### config.mk
export PLATFORM = sky130hd
export DESIGN_NAME = matmul_input_feeder_flat
export DESIGN_NICKNAME = d
export VERILOG_FILES = /design/src/rtl/matmul_input_feeder_if.sv /design/src/rtl/matmul_input_feeder.sv /design/src/flat_wrapper.sv
export SDC_FILE = /design/constraint.sdc
export NUM_CORES = 1
export LEC_CHECK = 0
export ABC_AREA = 1
export CAP_MARGIN = 20
export CORE_ASPECT_RATIO = 2
export CORE_MARGIN = 4
export CORE_UTILIZATION = 60
export CTS_BUF_LIST = sky130_fd_sc_hd__clkbuf_4 sky130_fd_sc_hd__clkbuf_8 sky130_fd_sc_hd__clkbuf_16
export CTS_CLUSTER_SIZE = 24
export DETAILED_ROUTE_END_ITERATION = 8
export GPL_TIMING_DRIVEN = 0
export PLACE_DENSITY = 0.84
export SETUP_SLACK_MARGIN = 0.4
export SLEW_MARGIN = 20
export SYNTH_ARGS = -nofsm -noshare
export SYNTH_HDL_FRONTEND = slang
export SYNTH_SLANG_ARGS = --single-unit
### constraint.sdc
create_clock -name clk -period 6.51 [get_ports clk]
set_clock_uncertainty 0.2 [all_clocks]
set_input_delay 0.651 -clock clk [delete_from_list [all_inputs] [get_ports clk]]
set_output_delay 0.651 -clock clk [all_outputs]
set_load 0.02 [all_outputs]
### src/rtl/matmul_input_feeder_if.sv
`default_nettype none
// ============================================================================
// Module      : matmul_input_feeder_if
// Description : Load / start / feed bus of the systolic input feeder.
//               master = loader/controller side, slave = feeder side.
// Revision    : 1.0 - initial release
// ============================================================================
interface matmul_input_feeder_if #(
    parameter int WORD_SIZE = 16,
    parameter int COLS      = 4
);
    logic                      load_valid;
    logic                      load_ready;
    logic [COLS*WORD_SIZE-1:0] load_data;
    logic                      start;
    logic                      busy;
    logic [COLS*WORD_SIZE-1:0] feed_data;
    logic [COLS-1:0]           feed_valid;
    logic                      done;

    modport master (
        output load_valid, load_data, start,
        input  load_ready, busy, feed_data, feed_valid, done
    );

    modport slave (
        input  load_valid, load_data, start,
        output load_ready, busy, feed_data, feed_valid, done
    );
endinterface
`default_nettype wire

### src/rtl/matmul_input_feeder.sv
`default_nettype none
// ============================================================================
// Module      : matmul_input_feeder
// Description : Buffers up to ROWS vectors of COLS words, then streams them
//               into the systolic array one lane per column, lane c skewed
//               by c cycles, each word held HOLD cycles.
//               Optional build macro FEEDER_ZERO_PAD_EN: every stream emits
//               exactly ROWS vectors, unloaded ones as zero words.
// Revision    : 1.0 - initial release
// ============================================================================
module matmul_input_feeder #(
    parameter int WORD_SIZE = 16,
    parameter int ROWS      = 4,
    parameter int COLS      = 4,
    parameter int HOLD      = 2
) (
    input  logic                 clk,
    input  logic                 rst,
    matmul_input_feeder_if.slave feeder
);

    localparam int c_IDX_W  = $clog2(ROWS) + 1;
    localparam int c_ADDR_W = (ROWS > 1) ? $clog2(ROWS) : 1;
    localparam int c_HOLD_W = $clog2(HOLD) + 1;
    localparam int c_DRN_W  = $clog2(COLS) + 1;
    localparam int c_PIPE_D = (COLS > 1) ? COLS - 1 : 1;
    localparam int c_LW     = COLS * WORD_SIZE;

    typedef enum logic [1:0] {
        S_IDLE   = 2'd0,
        S_STREAM = 2'd1,
        S_DRAIN  = 2'd2,
        S_DONE   = 2'd3
    } state_t;

    state_t               r_state;
    state_t               w_state_nxt;
    logic [c_IDX_W-1:0]   r_vec_count;
    logic [c_IDX_W-1:0]   w_vec_count_nxt;
    logic [c_IDX_W-1:0]   r_idx;
    logic [c_IDX_W-1:0]   w_idx_nxt;
    logic [c_HOLD_W-1:0]  r_hold;
    logic [c_HOLD_W-1:0]  w_hold_nxt;
    logic [c_DRN_W-1:0]   r_drain;
    logic [c_DRN_W-1:0]   w_drain_nxt;

    // "Head" = what lane 0 shows next cycle; lanes c>0 replay it c cycles later.
    logic                 w_head_vld;
    logic [c_IDX_W-1:0]   w_head_idx;
    logic [WORD_SIZE-1:0] w_lane0_word;

    logic                 w_load_acc;
    logic                 w_start_ok;
    logic [c_IDX_W-1:0]   w_last_idx;

    logic                 r_load_ready;
    logic                 r_busy;
    logic                 r_done;
    logic [COLS-1:0]      r_feed_valid;
    logic [c_LW-1:0]      r_feed_data;

    logic [c_PIPE_D-1:0]  r_pipe_vld;
    logic [c_IDX_W-1:0]   r_pipe_idx [c_PIPE_D];
    logic [c_LW-1:0]      r_buf      [ROWS];

    assign w_load_acc = feeder.load_valid & r_load_ready;

`ifdef FEEDER_ZERO_PAD_EN
    // Stream length is always ROWS; unloaded rows are masked to zero below.
    assign w_start_ok = 1'b1;
    assign w_last_idx = c_IDX_W'(ROWS - 1);
`else
    // Stream length is the number of loaded vectors, including a beat
    // accepted in the same cycle as start.
    assign w_start_ok = (r_vec_count != '0) || w_load_acc;
    assign w_last_idx = r_vec_count - c_IDX_W'(1);
`endif

    // State register and stream counters
    always_ff @(posedge clk) begin
        if (rst) begin
            r_state      <= S_IDLE;
            r_vec_count  <= '0;
            r_idx        <= '0;
            r_hold       <= '0;
            r_drain      <= '0;
            r_load_ready <= 1'b1;
            r_busy       <= 1'b0;
            r_done       <= 1'b0;
        end else begin
            r_state      <= w_state_nxt;
            r_vec_count  <= w_vec_count_nxt;
            r_idx        <= w_idx_nxt;
            r_hold       <= w_hold_nxt;
            r_drain      <= w_drain_nxt;
            r_load_ready <= (w_state_nxt == S_IDLE) && (w_vec_count_nxt < c_IDX_W'(ROWS));
            r_busy       <= (w_state_nxt != S_IDLE);
            r_done       <= (w_state_nxt == S_DONE);
        end
    end

    // Next-state logic and lane-0 head generation
    always_comb begin
        w_state_nxt     = r_state;
        w_vec_count_nxt = r_vec_count;
        w_idx_nxt       = r_idx;
        w_hold_nxt      = r_hold;
        w_drain_nxt     = r_drain;
        w_head_vld      = 1'b0;
        w_head_idx      = r_idx;
        case (r_state)
            S_IDLE: begin
                if (w_load_acc) begin
                    w_vec_count_nxt = r_vec_count + c_IDX_W'(1);
                end
                if (feeder.start && w_start_ok) begin
                    w_state_nxt = S_STREAM;
                    w_idx_nxt   = '0;
                    w_hold_nxt  = '0;
                    w_head_vld  = 1'b1;
                    w_head_idx  = '0;
                end
            end
            S_STREAM: begin
                if (r_hold == c_HOLD_W'(HOLD - 1)) begin
                    if (r_idx == w_last_idx) begin
                        w_state_nxt = S_DRAIN;
                        w_drain_nxt = '0;
                    end else begin
                        w_idx_nxt  = r_idx + c_IDX_W'(1);
                        w_hold_nxt = '0;
                        w_head_vld = 1'b1;
                        w_head_idx = r_idx + c_IDX_W'(1);
                    end
                end else begin
                    w_hold_nxt = r_hold + c_HOLD_W'(1);
                    w_head_vld = 1'b1;
                end
            end
            S_DRAIN: begin
                // Wait for the last lane to run out, plus one idle cycle.
                if (r_drain == c_DRN_W'(COLS - 1)) begin
                    w_state_nxt     = S_DONE;
                    w_vec_count_nxt = '0;
                end else begin
                    w_drain_nxt = r_drain + c_DRN_W'(1);
                end
            end
            S_DONE: begin
                w_state_nxt = S_IDLE;
            end
            default: begin
                w_state_nxt = S_IDLE;
            end
        endcase
    end

    // Lane-0 word; bypasses the buffer when the vector is being loaded in
    // the very cycle streaming starts.
    always_comb begin
        w_lane0_word = '0;
        if (w_head_vld && (w_head_idx < w_vec_count_nxt)) begin
            if (w_load_acc && (w_head_idx == r_vec_count)) begin
                w_lane0_word = feeder.load_data[WORD_SIZE-1:0];
            end else begin
                w_lane0_word = r_buf[w_head_idx[c_ADDR_W-1:0]][WORD_SIZE-1:0];
            end
        end
    end

    // Vector buffer; contents are don't-care after reset so no reset here.
    always_ff @(posedge clk) begin
        if (w_load_acc) begin
            r_buf[r_vec_count[c_ADDR_W-1:0]] <= feeder.load_data;
        end
    end

    // Skew delay line and registered lane outputs
    always_ff @(posedge clk) begin
        if (rst) begin
            r_pipe_vld   <= '0;
            r_feed_valid <= '0;
            r_feed_data  <= '0;
            for (int s = 0; s < c_PIPE_D; s++) begin
                r_pipe_idx[s] <= '0;
            end
        end else begin
            r_feed_valid[0]               <= w_head_vld;
            r_feed_data[WORD_SIZE-1:0]    <= w_lane0_word;
            r_pipe_vld[0]                 <= w_head_vld;
            r_pipe_idx[0]                 <= w_head_idx;
            for (int s = 1; s < COLS - 1; s++) begin
                r_pipe_vld[s] <= r_pipe_vld[s-1];
                r_pipe_idx[s] <= r_pipe_idx[s-1];
            end
            for (int c = 1; c < COLS; c++) begin
                r_feed_valid[c] <= r_pipe_vld[c-1];
                if (r_pipe_vld[c-1] && (r_pipe_idx[c-1] < r_vec_count)) begin
                    r_feed_data[c*WORD_SIZE +: WORD_SIZE] <=
                        r_buf[r_pipe_idx[c-1][c_ADDR_W-1:0]][c*WORD_SIZE +: WORD_SIZE];
                end else begin
                    r_feed_data[c*WORD_SIZE +: WORD_SIZE] <= '0;
                end
            end
        end
    end

    assign feeder.load_ready = r_load_ready;
    assign feeder.busy       = r_busy;
    assign feeder.done       = r_done;
    assign feeder.feed_valid = r_feed_valid;
    assign feeder.feed_data  = r_feed_data;

endmodule
`default_nettype wire

### src/flat_wrapper.sv
// flat-port wrapper written by rule: the top's interface ports become plain ports
module matmul_input_feeder_flat 
#(
    parameter int WORD_SIZE = 16,
    parameter int ROWS      = 4,
    parameter int COLS      = 4,
    parameter int HOLD      = 2
)
  (clk, rst, feeder_load_valid, feeder_load_data, feeder_start, feeder_load_ready, feeder_busy, feeder_feed_data, feeder_feed_valid, feeder_done);
  matmul_input_feeder_if #(.WORD_SIZE(WORD_SIZE), .COLS(COLS)) feeder_i ();
  input  logic clk;
  input  logic rst;
  input wire logic [$bits(feeder_i.load_valid)-1:0] feeder_load_valid;
  input wire logic [$bits(feeder_i.load_data)-1:0] feeder_load_data;
  input wire logic [$bits(feeder_i.start)-1:0] feeder_start;
  output wire logic [$bits(feeder_i.load_ready)-1:0] feeder_load_ready;
  output wire logic [$bits(feeder_i.busy)-1:0] feeder_busy;
  output wire logic [$bits(feeder_i.feed_data)-1:0] feeder_feed_data;
  output wire logic [$bits(feeder_i.feed_valid)-1:0] feeder_feed_valid;
  output wire logic [$bits(feeder_i.done)-1:0] feeder_done;
  assign feeder_i.load_valid = feeder_load_valid;
  assign feeder_i.load_data = feeder_load_data;
  assign feeder_i.start = feeder_start;
  assign feeder_load_ready = feeder_i.load_ready;
  assign feeder_busy = feeder_i.busy;
  assign feeder_feed_data = feeder_i.feed_data;
  assign feeder_feed_valid = feeder_i.feed_valid;
  assign feeder_done = feeder_i.done;
  matmul_input_feeder #(.WORD_SIZE(WORD_SIZE), .ROWS(ROWS), .COLS(COLS), .HOLD(HOLD)) u_core (.clk(clk), .rst(rst), .feeder(feeder_i));
endmodule
==> results of run 1 <==
[layout by cell type, fill, tap and decap left out, types with 4 or more instances in the layout]
cell	count
nand3_1	47
inv_2	6
clkbuf_16	29
nand2_2	4
nor2_4	5
clkinv_1	5
nand2_4	5
ha_1	17
buf_16	10
edfxtp_1	256
clkbuf_1	37
clkinv_2	6
clkbuf_4	5
bufinv_16	5
o21ai_0	99
buf_2	5
a21oi_1	55
nor2_1	254
inv_1	94
o211ai_1	22
clkdlybuf4s50_1	138
dfxtp_1	90
nand2_1	98
[cells by family (layout without fill, tap and decap cells)]
group | Yosys count | count (layout) | share of synthesized area [%]
simple gates | 427 | 427 | 13.8
flops | 346 | 346 | 72.7
compound gates | 180 | 180 | 7.47
fa+ha+maj | 17 | 17 | 1.63
buf+inv | 149 | 351 | 4.47
[worst min path at each step]
| stage | slack (ns) | end | start |
|---|---|---|---|
| after floorplan | 0.21 | u_core.r_pipe_idx[0][8] | u_core.r_pipe_idx[0][5] |
| after global placement | 0.22 | u_core.r_pipe_idx[0][8] | u_core.r_pipe_idx[0][5] |
| after detailed placement | 0.22 | u_core.r_pipe_idx[0][8] | u_core.r_pipe_idx[0][5] |
| after CTS | 0.23 | u_core.r_pipe_idx[0][8] | u_core.r_pipe_idx[0][5] |
| after global routing | 0.25 | u_core.r_pipe_idx[0][8] | u_core.r_pipe_idx[0][5] |
| final | 0.23 | u_core.r_pipe_idx[0][8] | u_core.r_pipe_idx[0][5] |
[state kept, by name, indices dropped and copies added (netlist names)]
name	cells
u_core.r_pipe_vld	2
u_core.r_hold	2
u_core.r_drain	3
u_core.feeder.busy	1
u_core.feeder.feed_data	64
u_core.feeder.done	1
u_core.r_buf	256
u_core.feeder.feed_valid	2
u_core.r_pipe_idx	7
u_core.r_state	2
u_core.r_vec_count	3
u_core.feeder.load_ready	1
u_core.r_idx	2
[power breakdown]
part / leakage [nW] / internal (mW) / total [mW] / switching (mW)
Sequential: 3.07 / 2.50 / 2.53 / 0.0346
Clock: 0.496 / 1.06 / 1.80 / 0.742
Combinational: 2.43 / 0.208 / 0.551 / 0.342
Total: 5.99 / 3.77 / 4.88 / 1.12
[through the flow]
stage / std cells / hold WS (ns)
after floorplan: 1119 / 0.207
after global placement: 1530 / 0.218
after detailed placement: 1542 / 0.221
after CTS: 1594 / 0.229
after global routing: 1594 / 0.247
final: 1594 / 0.228
[area by class of cell]
type	instances	area [um^2]	area share, %
multi-input cells	624	3010	18.7
plain buffers	46	198	1.23
clock buffers	36	791	4.90
inverters	103	387	2.40
repair buffers	150	1700	10.5
well taps	273	342	2.12
clock inverters	16	211	1.31
flip-flops and latches	346	9490	58.8
[worst register-to-register path: cells and delay by family (launching register included)]
kind | cells | cell delay [ns]
DFF | 1 | 0.37
buffers and inverters | 8 | 1.70
adders and majority gates | 2 | 0.64
AOI/OAI and AO/OA | 1 | 0.27
and+or+nand+nor | 8 | 0.82
[routing by layer]
metal | track usage, % | routed length, um
met1 | 25.5 | 10000
met2 | 45.1 | 16200
met3 | 3.07 | 1760
met4 | 10.7 | 996
met5 | 0 | 0
[Yosys cell counts (3+ instances only)]
cell type,count,area [um^2]
nand2_1,98,368
nand3_1,47,235
inv_1,94,353
nor2_2,3,18.8
dfxtp_1,90,1800
clkbuf_1,37,139
ha_1,17,213
clkinv_1,3,11.3
o21ai_0,99,495
nand2_2,4,25.0
a21oi_1,55,275
inv_2,6,22.5
nand2_4,5,56.3
edfxtp_1,256,7690
nor2_1,258,968
buf_2,5,25.0
o211ai_1,22,165
==> flow_summary.ini, run 1 <==
[route]
drc_errors = 0
wl_per_cell_um = 18.2
drtPass1Iterations = 5
wl_um = 28900
via_per_inst = 5.48
ant_nets = 0
vias = 8740
drtIter0Drc = 739

[timing]
slew_headroom_pct = 55.3
period_needed_ns = 4.06
finalHoldViolCount = 0
fin_ws_ns = 2.45
worstMarginPinSlew_ns = 0.670
drv_slew = 0
fin_crit_sh_pct = 62.4
rsz0062_at_grt = no
fmax_mhz = 246
setup_viol = 0
tns_ns = 0

[clock_network]
cts_resized = 0
clkSinkCount = 346
cts-buffers-inserted = 28
clockBufferDepth = 3
cts-htree-levels = 1
clk_pin_slew_ns = 0.07
cts_setup_buffers = 0
cts_hold_buf = 0
clkLatencyLatePin_ns = 0.55
cts_tree = yes
cts_root_buf = clkbuf_16

[final_layout]
fillers = 1352
fin_util_pct = 75.0
drive_above_1_share_pct = 7.49
final_cell_area_mm2 = 0.0161
area.growth.synth_to_final_pct = 23.5
antenna_cells = 0
layout.nets = 1384

[die]
fp.dieW_um = 112
die_area_mm2 = 0.0243
fp.dieH_um = 217
initial_core_util_pct = 60.8
rows = 76
core_area_mm2 = 0.0215
num_io_pins = 139

[logic_synthesis]
synth_edf_count = 256
avgSynthCellArea_um2 = 11.7
synth_cell_type_count = 33
synthArstFlopShare_pct = 0
yosysSeqAreaShare_pct = 72.7
ys.flop_type = edfxtp_1
ys_ff_latch = 346
syn_area_mm2 = 0.0131
syn_nets = 1204
synth_cells = 1119
yosys_warnings = 0

[grt]
grt_use_total_pct = 23.7
grt_max_degree = 23
first_global_vias = 9043
grt.overflow.total = 0
antenna_found_initial = 0
grt_pass1_wl_um = 45500

[placed_design]
hpwl_um = 19400
pre_cts_slack_ns = 2.42
gp_congestion = 0.811
placed_cell_area_mm2 = 0.0151
io_buffers = 138

[worst_setup_path]
cp.depth = 19
cp-start-kind = flip-flop
slowest_delay_ns = 0.37
critPathMaxFanout = 10
crit_end = u_core.feeder.feed_data[12]
required_ns = 6.79
reg2reg_to = u_core.feeder.feed_data[12]
reg2reg_slack_ns = 2.45
crit_type = flip-flop to flip-flop
cpMostUsedCell = nand2_1
crit_path_start = u_core.r_idx[0]
endpoint_kind = flip-flop
crit_arrival_ns = 4.35
cp_top_family = buffers and inverters
path_cells = clkbuf_1 > clkinv_1 > clkbuf_1 > ha_1 > inv_1 > nand2_1 > nor2_2 > nand3_4 > nand3b_2 > nand2_4 > inv_2 > buf_2 > ha_1 > nand2_1 > inv_1 > a21oi_4 > buf_6 > nand2_1 > nor2_1
crit_buf_inv = 8
cp_slowest_cell = dfxtp_1
worst-r2r-cell-count = 19
reg2reg_from = u_core.r_idx[0]

[pwr]
total_power_mw = 4.88
p_per_area_mw_per_mm2 = 303
leakagePower_nw = 5.99
vdd_drop_max_mv = 0.239

[worst_hold_path]
min_path_cells = 2
hold_path_class = flip-flop to flip-flop

[flow_run]
maxCapViolCount = 0

[outcome]
outcome = completed
(Power assumes the default switching activity.)
==> run 2, diff against run 1 <==
- CORE_UTILIZATION: 60 -> 56
- PLACE_DENSITY: 0.84 -> 0.79
- clock period: 6.51 -> 3.9 ns (I/O delays scaled with it)
==> run 2 against run 1 <==
Effect of this change:
- sequential power increased by 67%
- register-to-register slack got worse by 1.9 ns
- cell count up 0.75%
- critical path depth did not move
- worst hold slack lost 0.0025 ns
- global-route usage decreased by 1.8 points
==> flow_summary.ini, run 2 (same netlist as run 1, synthesis figures left out) <==
[placed_design]
placed_cell_area_mm2 = 0.0151
io_buffers = 138
gp_congestion = 0.830
hpwl_um = 19200

[worst_setup_path]
crit_arrival_ns = 3.60
endpoint_kind = flip-flop
crit_type = flip-flop to flip-flop
required_ns = 4.18
cp-start-kind = flip-flop
critPathMaxFanout = 10

[final_layout]
fin_util_pct = 70.9
final_cell_area_mm2 = 0.0162
final_cell_mix = edfxtp_1 (256), nor2_1 (254), clkdlybuf4s50_1 (138)
area.growth.synth_to_final_pct = 24.0
layout.nets = 1388
largest_register_ffs = 256
final_common_cell = edfxtp_1
drive_above_1_share_pct = 8.23

[grt]
grt.overflow.total = 0
grt_max_degree = 24
antenna_found_initial = 1
grt_use_total_pct = 21.9
first_global_vias = 8784
grt_pass1_wl_um = 44000

[clock_network]
cts_tree = yes
cts_root_buf = clkbuf_16
clk_pin_slew_ns = 0.07
cts_hold_buf = 0
clkLatencyLatePin_ns = 0.54
cts-htree-levels = 1
clockBufferDepth = 3
clkSinkCount = 346
cts-buffers-inserted = 28

[timing]
tns_ns = 0
setup_viol = 0
fmax_mhz = 301
slew_headroom_pct = 50.8
drv_slew = 0
fin_crit_sh_pct = 85.2
finalHoldViolCount = 0
rsz0062_at_grt = no
worstMarginPinSlew_ns = 0.737
period_needed_ns = 3.32

[outcome]
outcome = completed

[die]
fp.dieW_um = 116
num_io_pins = 139
rows = 78
core_area_mm2 = 0.0228
die_area_mm2 = 0.0260
fp.dieH_um = 224
initial_core_util_pct = 57.2

[route]
drtIter0Drc = 604
ant_nets = 0
wl_per_cell_um = 17.8
via_per_inst = 5.39
drtPass1Iterations = 6
vias = 8651
drc_errors = 0
wl_um = 28600

[flow_run]
maxCapViolCount = 0

[pwr]
total_power_mw = 8.20
leakagePower_nw = 6.03
p_per_area_mw_per_mm2 = 506
vdd_drop_max_mv = 0.468

[worst_hold_path]
hold_path_class = flip-flop to flip-flop
[run 2: area by class of cell]
type                            count  area [um^2]
Buffer                             46          211
Fill cell                        1543         6640
Inverter                          103          392
Antenna cell                        1         2.50
Clock buffer                       39          826
Clock inverter                     13          199
Multi-Input combinational cell    624         3010
Sequential cell                   346         9490
Tap cell                          280          350
Timing Repair Buffer              154         1710
[run 2: critical path: stages, from the launching register on]
cell	delay, ns
dfxtp_1	0.50
inv_2	0.16
ha_1	0.37
nand2_1	0.09
nand2_1	0.06
nor2_2	0.12
nand3_4	0.15
nand2_4	0.11
nand2_2	0.08
nand2_4	0.09
inv_2	0.08
buf_4	0.20
ha_1	0.24
a21oi_1	0.13
nand2_1	0.11
a21oi_4	0.14
buf_12	0.14
buf_2	0.15
nand2_1	0.06
nor2_1	0.09
[run 2: path summary, 6_finish.rpt]
path / depth (start not counted) / start / slack [ns] / endpoint
worst max-delay path: 19 / u_core.r_vec_count[0] / 0.58 / u_core.feeder.feed_data[9]
worst min-delay path: 2 / u_core.r_pipe_idx[0][5] / 0.23 / u_core.r_pipe_idx[0][8]
worst max register to register: 19 / u_core.r_vec_count[0] / 0.58 / u_core.feeder.feed_data[9]
worst min register to register: 2 / u_core.r_pipe_idx[0][5] / 0.23 / u_core.r_pipe_idx[0][8]
[run 2: metal layers]
metal | vias to the layer above | part of all wire [%] | global-route usage [%]
met5 | - | 0 | 0
met4 | 0 | 2.8 | 8.99
met3 | 61 | 5.0 | 2.57
met2 | 305 | 57 | 42.1
met1 | 4125 | 36 | 23.3
li1 | 4160 | - | -
[run 2: power by group]
group	internal, mW	total, mW	switching [mW]
logic	0.354	0.929	0.574
registers	4.17	4.23	0.0560
clock network	1.82	3.04	1.23
total	6.34	8.20	1.86
[run 2: what timing repair did]
item / in CTS / in global routing
pin swaps: 2 / 0
gates resized for setup: 7 / 5
cloned: 0 / 1
buffers inserted: 1 / 2
setup endpoints to repair: 16 / 16
[run 2: stage by stage]
stage / instances / hold WS [ns] / worst slack (ns)
floorplan: 1119 / 0.207 / 0.690
finish: 1606 / 0.226 / 0.578
global placement: 1537 / 0.224 / -0.893
CTS: 1602 / 0.232 / 0.491
global route: 1606 / 0.265 / 0.402
detailed placement: 1549 / 0.226 / -0.141
